### src/rtl/monaco_pkg.sv
// Shared definitions for the Monaco-style racer: key codes, sprite geometry,
// motion states and the keycode decoder used by the kinematics stage.
package monaco_pkg;

  localparam logic [7:0] KEY_START = 8'h15;
  localparam logic [7:0] KEY_LEFT  = 8'h04;
  localparam logic [7:0] KEY_RIGHT = 8'h07;
  localparam logic [7:0] KEY_ACCEL = 8'h1A;
  localparam logic [7:0] KEY_BRAKE = 8'h16;

  localparam int CAR_W = 40;
  localparam int CAR_H = 78;

  typedef enum logic [1:0] {IDLE, RUN, CRASH} motion_state_t;

  typedef enum logic [2:0] {
    CMD_NONE, CMD_START, CMD_LEFT, CMD_RIGHT, CMD_ACCEL, CMD_BRAKE
  } key_cmd_t;

  function automatic key_cmd_t decode_key(input logic [7:0] code);
    case (code)
      KEY_START: return CMD_START;
      KEY_LEFT:  return CMD_LEFT;
      KEY_RIGHT: return CMD_RIGHT;
      KEY_ACCEL: return CMD_ACCEL;
      KEY_BRAKE: return CMD_BRAKE;
      default:   return CMD_NONE;
    endcase
  endfunction

endpackage

### src/rtl/car_motion_frame_tick_gen.sv
// Brings the asynchronous vertical-sync input into the clk domain and emits a
// single-cycle pulse per rising edge (registered, three edges after the rise).
module frame_tick_gen (
  input  logic clk,
  input  logic srst,
  input  logic frame_clk,
  output logic frame_tick
);

  logic [1:0] sync_q, sync_d;
  logic       prev_q, prev_d;
  logic       tick_q, tick_d;

  always_comb begin
    sync_d = {sync_q[0], frame_clk};
    prev_d = sync_q[1];
    tick_d = sync_q[1] & ~prev_q;
  end

  always_ff @(posedge clk) begin
    if (srst) begin
      sync_q <= '0;
      prev_q <= 1'b0;
      tick_q <= 1'b0;
    end else begin
      sync_q <= sync_d;
      prev_q <= prev_d;
      tick_q <= tick_d;
    end
  end

  assign frame_tick = tick_q;

endmodule

### src/rtl/car_motion.sv
// Player-car kinematics: start gate, speed ramp, clamped steering, road scroll
// and crash/respawn, all advanced once per video frame.
module car_motion
  import monaco_pkg::*;
#(
  parameter int CAR_X_INIT   = 300,
  parameter int CAR_Y_INIT   = 380,
  parameter int ROAD_L       = 160,
  parameter int ROAD_R       = 480,
  parameter int STEP_X       = 2,
  parameter int MAX_SPEED    = 7,
  parameter int ACCEL_FRAMES = 8,
  parameter int CRASH_FRAMES = 60
) (
  input  logic       Clk,
  input  logic       Reset,
  input  logic       frame_clk,
  input  logic [7:0] keycode,
  input  logic       collision,
  output logic [9:0] CarX,
  output logic [9:0] CarY,
  output logic [2:0] speed,
  output logic [9:0] road_offset,
  output logic       running,
  output logic       crashed
);

  localparam int ACW = $clog2(ACCEL_FRAMES);
  localparam int CCW = $clog2(CRASH_FRAMES);
  localparam logic [9:0] X_MIN  = 10'(ROAD_L);
  localparam logic [9:0] X_MAX  = 10'(ROAD_R - CAR_W);
  localparam logic [9:0] X_INIT = 10'(CAR_X_INIT);

  motion_state_t  state_q, state_d;
  key_cmd_t       cmd;
  logic           frame_tick;

  logic [9:0]     car_x_q, car_x_d;
  logic [2:0]     speed_q, speed_d;
  logic [9:0]     road_q, road_d;
  logic [ACW-1:0] accel_cnt_q, accel_cnt_d;
  logic [CCW-1:0] crash_cnt_q, crash_cnt_d;
  logic           running_q, running_d;
  logic           crashed_q, crashed_d;

  logic [10:0]    x_ext, x_plus;
  logic           x_at_left, x_at_right;

  frame_tick_gen u_tick (
    .clk        (Clk),
    .srst       (Reset),
    .frame_clk  (frame_clk),
    .frame_tick (frame_tick)
  );

  assign cmd = decode_key(keycode);

  always_ff @(posedge Clk) begin
    if (Reset) state_q <= IDLE;
    else       state_q <= state_d;
  end

  always_comb begin
    state_d = state_q;
    case (state_q)
      IDLE:  if (cmd == CMD_START) state_d = RUN;
      RUN:   if (frame_tick && collision) state_d = CRASH;
      CRASH: if (frame_tick && crash_cnt_q == CCW'(CRASH_FRAMES - 1)) state_d = RUN;
      default: state_d = IDLE;
    endcase
  end

  // Edge tests run in 11 bits so a step past either road edge cannot wrap.
  always_comb begin
    x_ext      = {1'b0, car_x_q};
    x_plus     = x_ext + 11'(STEP_X);
    x_at_left  = x_ext < 11'(ROAD_L + STEP_X);
    x_at_right = x_plus > 11'(ROAD_R - CAR_W);
  end

  always_comb begin
    car_x_d     = car_x_q;
    speed_d     = speed_q;
    road_d      = road_q;
    accel_cnt_d = accel_cnt_q;
    crash_cnt_d = crash_cnt_q;
    running_d   = running_q;
    crashed_d   = crashed_q;
    case (state_q)
      IDLE: begin
        if (cmd == CMD_START) running_d = 1'b1;
      end
      RUN: begin
        if (frame_tick) begin
          if (collision) begin
            speed_d     = 3'd0;
            crash_cnt_d = '0;
            accel_cnt_d = '0;
            crashed_d   = 1'b1;
          end else begin
            case (cmd)
              CMD_ACCEL: begin
                if (accel_cnt_q == ACW'(ACCEL_FRAMES - 1)) begin
                  accel_cnt_d = '0;
                  if (speed_q != 3'(MAX_SPEED)) speed_d = speed_q + 3'd1;
                end else begin
                  accel_cnt_d = accel_cnt_q + ACW'(1);
                end
              end
              CMD_BRAKE: begin
                accel_cnt_d = '0;
                if (speed_q != 3'd0) speed_d = speed_q - 3'd1;
              end
              default: accel_cnt_d = '0;
            endcase
            // Steering and scroll both use the speed held before this frame.
            if (speed_q != 3'd0) begin
              if (cmd == CMD_LEFT)
                car_x_d = x_at_left ? X_MIN : car_x_q - 10'(STEP_X);
              else if (cmd == CMD_RIGHT)
                car_x_d = x_at_right ? X_MAX : car_x_q + 10'(STEP_X);
            end
            road_d = road_q + {7'd0, speed_q};
          end
        end
      end
      CRASH: begin
        if (frame_tick) begin
          if (crash_cnt_q == CCW'(CRASH_FRAMES - 1)) begin
            car_x_d     = X_INIT;
            crashed_d   = 1'b0;
            speed_d     = 3'd0;
            crash_cnt_d = '0;
            accel_cnt_d = '0;
          end else begin
            crash_cnt_d = crash_cnt_q + CCW'(1);
          end
        end
      end
      default: ;
    endcase
  end

  always_ff @(posedge Clk) begin
    if (Reset) begin
      car_x_q     <= X_INIT;
      speed_q     <= 3'd0;
      road_q      <= 10'd0;
      accel_cnt_q <= '0;
      crash_cnt_q <= '0;
      running_q   <= 1'b0;
      crashed_q   <= 1'b0;
    end else begin
      car_x_q     <= car_x_d;
      speed_q     <= speed_d;
      road_q      <= road_d;
      accel_cnt_q <= accel_cnt_d;
      crash_cnt_q <= crash_cnt_d;
      running_q   <= running_d;
      crashed_q   <= crashed_d;
    end
  end

  assign CarX        = car_x_q;
  assign CarY        = 10'(CAR_Y_INIT);
  assign speed       = speed_q;
  assign road_offset = road_q;
  assign running     = running_q;
  assign crashed     = crashed_q;

endmodule

### config.mk
export PLATFORM = sky130hd
export DESIGN_NAME = car_motion
export DESIGN_NICKNAME = d
export VERILOG_FILES = /design/src/rtl/monaco_pkg.sv /design/src/rtl/car_motion_frame_tick_gen.sv /design/src/rtl/car_motion.sv
export SDC_FILE = /design/constraint.sdc
export NUM_CORES = 1
export LEC_CHECK = 0
export CORE_AREA = 2 2 76 78
export CTS_CLUSTER_DIAMETER = 80
export DETAILED_ROUTE_END_ITERATION = 10
export DIE_AREA = 0 0 78 80
export DONT_BUFFER_PORTS = 1
export PLACE_DENSITY = 0.65
export SYNTH_ARGS = -nofsm -noshare
export SYNTH_HDL_FRONTEND = slang
export SYNTH_HIERARCHICAL = 1
export SYNTH_SLANG_ARGS = --single-unit
### constraint.sdc
create_clock -name Clk -period 1.95 [get_ports Clk]
set_input_delay 0.195 -clock Clk [delete_from_list [all_inputs] [get_ports Clk]]
set_output_delay 0.195 -clock Clk [all_outputs]
set_load 0.05 [all_outputs]
# Word-level counts from Yosys, hierarchy flattened
# Cells that the tools add are included.
# totals
regBits,40
wordCells,105
# classes
n_addsub,8
order_cmp,2
eq_ne,29
mux,39
n_bitwise,3
n_reduce_logical,13
# op_table
cell,count
two-way mux 10 bit,9
two-way mux 3 bit,11
"== test 8 x 5 -> 1 bit, second input constant",3
two-way mux 6 bit,4
case mux 10 bit (2 select lines),1
case mux 3 bit (2 select lines),3
"== test 8 x 3 -> 1 bit, second input constant",2
case mux 3 bit (5 select lines),1
"inequality test 2 bit, second input constant",7
"inequality test 4 bit, second input constant",3
case mux 6 bit (2 select lines),1
"adder 10 x 2 -> 11 bit, second input constant",1
"greater-than comparator 11 x 9 -> 1 bit, second input constant",1
"adder 10 x 2 -> 10 bit, second input constant",1
adder 10 x 3 -> 10 bit,1
"less-than comparator 10 x 8 -> 1 bit, second input constant",1
"subtractor 10 x 2 -> 10 bit, second input constant",1
"== test 3 bit, second input constant",3
AND reduction 4 bit,2
AND reduction 8 bit,1
AND reduction 7 bit,1
"adder 3 x 1 -> 3 bit, second input constant",2
"adder 6 x 1 -> 6 bit, second input constant",1
"== test 3 x 2 -> 1 bit, second input constant",2
21 further kinds,31

# Longest topological paths before layout
# depth
ltp_word,9
depth_mapped,9
ltp_nobuf,8

# Modules after synthesis
# The synthesis kept the hierarchy.
# by_module_without_submodules
mod,n_inst,cells_each,area_each_um2,seq_area_each_um2
car_motion,1,321,2492.4,700.7
frame_tick_gen,1,8,111.4,80.1

# Worst setup path after synthesis
# No wires, ideal clock.
# synth_path
path_kind,register to register
from,register car_x_q[2] (netlist: CarX[2])
to,register car_x_q[5] (netlist: CarX[5])
setup_time_ns,0.119
arrival_ns,2.386
path_slack_ns,-0.554
path_stages_with_launch,8
path_buffers,0
cell_sequence,dfxtp_1 -> ha_1 -> nand4_1 -> nor2_1 -> mux2_2 -> o21ba_2 -> o31ai_1 -> o221a_2
# synth_between
elab_chain_len,9
word_cells_on_any_way,13
cone_classes,3 x add/sub; 2 x order compare; 8 x mux
# synth_lines
item,line,rtl
from (decl),car_motion.sv:38,"logic [9:0] car_x_q, car_x_d;"
from (signal assigned),car_motion.sv:154,car_x_q <= car_x_d;
adder 10 x 2 -> 11 bit,car_motion.sv:76,x_plus = x_ext + 11'(STEP_X);
greater-than comparator 11 x 9 -> 1 bit,car_motion.sv:78,x_at_right = x_plus > 11'(ROAD_R - CAR_W);
two-way mux 10 bit,car_motion.sv:121,car_x_d = x_at_right ? X_MAX : car_x_q + 10'(STEP_X);
two-way mux 10 bit,car_motion.sv:120,else if (cmd == CMD_RIGHT)
two-way mux 10 bit (*),car_motion.sv:118,if (cmd == CMD_LEFT)
two-way mux 10 bit (*),car_motion.sv:117,if (speed_q != 3'd0) begin
two-way mux 10 bit (*),car_motion.sv:95,if (collision) begin
two-way mux 10 bit (*),car_motion.sv:94,if (frame_tick) begin
case mux 10 bit (2 select lines) (*),car_motion.sv:89,case (state_q)
# Every way passes the cells marked *; elsewhere a longest branch is shown, timed or not. The select of a mux whose other input is x is not followed.
# A chain may end at the register's enable or synchronous reset.

# Worst setup path in the final report
# layout_path
from,register car_x_q[2] (netlist: CarX[2])
to,register car_x_q[4] (netlist: CarX[4])
# Same word-level chain as after synthesis.

==> results.py <==
metrics = {
    "status": {
        "status": "complete, no violations",
    },
    "placed_design": {
        "placed_cells": 442,
        "placed_cell_area_um2": 3070,
        "post-dp-hpwl_mm": 5.07,
        "gp_congestion": 0.942,
        "portBuffers": 0,
    },
    "final_layout": {
        "synthToLayoutAreaGrowth_pct": 28.7,
        "fill_cells": 509,
        "final-seq-area_um2": 810,
        "drive_gt1_share_pct": 31.6,
        "antenna_cells": 0,
        "fin_nets": 408,
        "multi_input_area_um2": 1770,
        "instances_no_fill": 458,
        "finish.utilization_pct": 62.0,
        "design_area_um2": 3350,
    },
    "logic_synthesis": {
        "synth_top_cell_area_share_pct": 30.0,
        "synth_seq_area_share_pct": 30.0,
        "synthCells": 329,
        "syn_avg_cell_area_um2": 7.91,
        "synth_area_um2": 2600,
        "synth_top_cell_by_area": "dfxtp_1",
        "synth_edf_count": 0,
        "synth.distinct_cells": 67,
        "synthFlopType": "dfxtp_1",
        "synth_area_leaders": "dfxtp_1 (30%), nor2_1 (5.0%), nand2_1 (4.6%), ha_1 (4.3%), a21oi_1 (4.2%)",
        "ys.warnings.count": 6,
        "synth_seq_cells": 39,
        "async_reset_ff_share_pct": 0,
    },
    "power_and_ir_drop": {
        "p_per_area_nw_per_um2": 482,
        "ir_worst_vdd_v": 0.000436,
        "switching_power_mw": 0.383,
        "p_comb_share_pct": 5.8,
        "p_clk_share_pct": 45.1,
        "seqPwrFrac_pct": 49.1,
        "intPower_mw": 1.23,
        "sw_frac_of_total_pct": 23.7,
        "p_leak_nw": 1.32,
    },
    "critical_path": {
        "crit_path_cell_trace": "or4_4 > a31o_4 > a31oi_4 > o221ai_2 > a311oi_2 > o21ai_1",
        "rrSetupSlack_ns": 0.02,
        "crit_buf_inv": 0,
        "worst_setup_path_end_kind": "flip-flop",
        "reg2reg_from": "CarX[2]",
        "crit_fanout": 5,
        "cp_slowest_stage_delay_ns": 0.55,
        "cp_data_arrival_time_ns": 2.11,
        "cp.depth": 6,
        "crit_path_start_kind": "flip-flop",
        "critical-path-slowest-cell": "or4_4",
        "ff2ff_path_depth": 6,
        "rr_endpoint": "CarX[4]",
        "critPathTopFamily": "compound AO/OA/AOI/OAI gates",
        "worstPathRequired_ns": 2.13,
        "critical_path_class": "reg -> reg",
        "cp-startpoint": "CarX[2]",
        "crit_path_end": "CarX[4]",
    },
    "clocking": {
        "insertion_delay_ns": 0.30,
        "cts.sinks": 39,
        "cts_made_buffers": 5,
        "cts_tree": "yes",
        "clockBufferDepth": 2,
        "clk_pin_slew_ns": 0.08,
        "h-tree-depth": 2,
        "cts-root-buf": "clkbuf_8",
    },
    "global_routing": {
        "grt_max_degree": 31,
        "grtUsageMet1_pct": 28.3,
        "gr-usage-met3_pct": 6.79,
        "antenna_found_initial": 0,
        "overflow": 0,
        "grt_pass1_wl_mm": 11.3,
        "grt_pass1_vias": 2434,
        "grt_use_met2_pct": 38.1,
        "grt_busiest_layer": "met2",
        "track_usage_pct": 22.9,
    },
    "timing": {
        "min_period_over_period_pct": 98.8,
        "worst_pin_slew_ns": 1.15,
        "slew_headroom_pct": 23.2,
        "min_period_ns": 1.93,
        "whs_ns": 0.0281,
        "setup_viol": 0,
        "slew_viol_final": 0,
        "rsz0062_at_grt": "yes",
        "clock_skew_ns": 0.00641,
        "finalHoldViolCount": 0,
        "timing.fmax_ghz": 0.519,
    },
    "job": {
        "cap_violations": 0,
    },
    "routing": {
        "detail_route.wirelength_mm": 6.95,
        "drt_iter0_markers": 166,
        "first_pass_iters": 4,
        "route.detailed.drc": 0,
        "vias_per_cell": 5.71,
        "detail-route-antenna-nets": 0,
        "num_vias": 2614,
        "detail_route.wl_per_cell_um": 15.2,
    },
    "min_path": {
        "hold_path_class": "in -> reg",
    },
    "floorplanning": {
        "io_pins": 47,
        "die_area_um2": 6240,
        "start_util_pct": 48.2,
        "die_x_um": 78,
        "num_rows": 27,
        "die_h_um": 80,
        "coreArea_um2": 5410,
    },
}
-- cell type report --
| cell class | count | share of cell area [%] |
|---|---|---|
| clock inverter | 2 | 1.16 |
| clock buffer | 6 | 2.46 |
| multi-input combinational | 259 | 52.9 |
| tap | 72 | 2.69 |
| inverter | 11 | 1.23 |
| timing repair buffer | 69 | 15.5 |
| sequential | 39 | 24.2 |
-- sequential cells by signal (all words and copies together) (netlist names) --
register	flops
CarX	9
u_tick/frame_tick	1
running	1
u_tick/sync_q	2
state_q	2
u_tick/prev_q	1
accel_cnt_q	3
crash_cnt_q	6
speed	3
road_offset	10
crashed	1
-- power groups by stage --
stage	clock network [mW]	logic (mW)	registers (mW)
4_1_cts	0.747	0.0909	0.795
2_1_floorplan	0	0.102	0.813
3_3_place_gp	0	0.0787	0.814
3_5_place_dp	0	0.0795	0.814
5_1_grt	0.780	0.0997	0.795
6_report	0.729	0.0930	0.794
-- per-stage QoR --
step | setup WS [ns] | total power, mW | setup TNS (ns)
floorplan | -0.0559 | 0.915 | -0.109
global placement | -0.0795 | 0.892 | -0.126
detailed placement | -0.154 | 0.893 | -0.414
CTS | 0.0121 | 1.63 | 0
global route | -0.0706 | 1.67 | -0.0971
finish | 0.0229 | 1.62 | 0
-- cells in the final DEF (no fill, tap or decap), drive strengths merged, types with 3 or more instances in the layout --
master / instances
buf: 67
dfxtp: 39
nor2: 35
nand2: 33
a21oi: 22
o21ai: 16
inv: 12
conb: 11
nor2b: 9
ha: 9
nand3: 8
xor2: 7
nand4: 7
clkbuf: 7
a22oi: 5
and2: 5
or3: 5
nor3: 5
nor3b: 5
nand2b: 4
nor4: 4
a211oi: 4
xnor2: 4
a32oi: 4
a21o: 3
a41oi: 3
and3: 3
a31oi: 3
o221ai: 3
o31ai: 3
a311oi: 3
or3b: 3
-- synthesized netlist by cell type (5+ instances only) --
library cell,number
dfxtp_1,39
nor2_1,35
nand2_1,32
a21oi_1,22
o21ai_0,16
buf_4,12
inv_1,11
clkbuf_1,10
ha_1,9
nor2b_1,9
nand3_1,8
nand4_1,7
xor2_1,7
buf_2,6
a22oi_1,5
and2_1,5
nor3_1,5
-- logic make-up (layout without fill, tap and decap cells) --
group | after synthesis | count (layout) | share of synthesized area, %
buffers and inverters | 40 | 88 | 7.83
XOR/XNOR | 11 | 11 | 3.70
multiplexers | 3 | 3 | 1.25
AND/OR/NAND/NOR | 135 | 135 | 27.4
adder cells (fa/ha/maj) | 11 | 11 | 5.86
AO/OA/AOI/OAI | 88 | 88 | 23.7
other | 2 | 11 | 0.288
flip-flops | 39 | 39 | 30.0
-- routing by layer --
layer,vias up,wire [µm]
met4,0,85
met5,-,0
met2,82,3350
met3,9,449
met1,1228,3070
li1,1295,-
-- worst min-delay path by stage --
| stage | slack (ns) | cells past startpoint | from | endpoint |
|---|---|---|---|---|
| floorplan | 0.27 | 1 | Reset | u_tick/frame_tick |
| global placement | 0.26 | 1 | Reset | road_offset[0] |
| detailed placement | 0.26 | 1 | Reset | road_offset[0] |
| CTS | 0.02 | 1 | frame_clk | u_tick/sync_q[0] |
| global route | 0.02 | 1 | frame_clk | u_tick/sync_q[0] |
| finish | 0.03 | 1 | frame_clk | u_tick/sync_q[0] |
-- repair_timing --
item,in CTS,in global routing
setup endpoints to repair,5,15
pin swaps,2,9
buffers inserted,0,7
gates resized for setup,2,23
hold endpoints to repair,30,0
hold buffers,1,0
(Power assumes the default switching activity.)
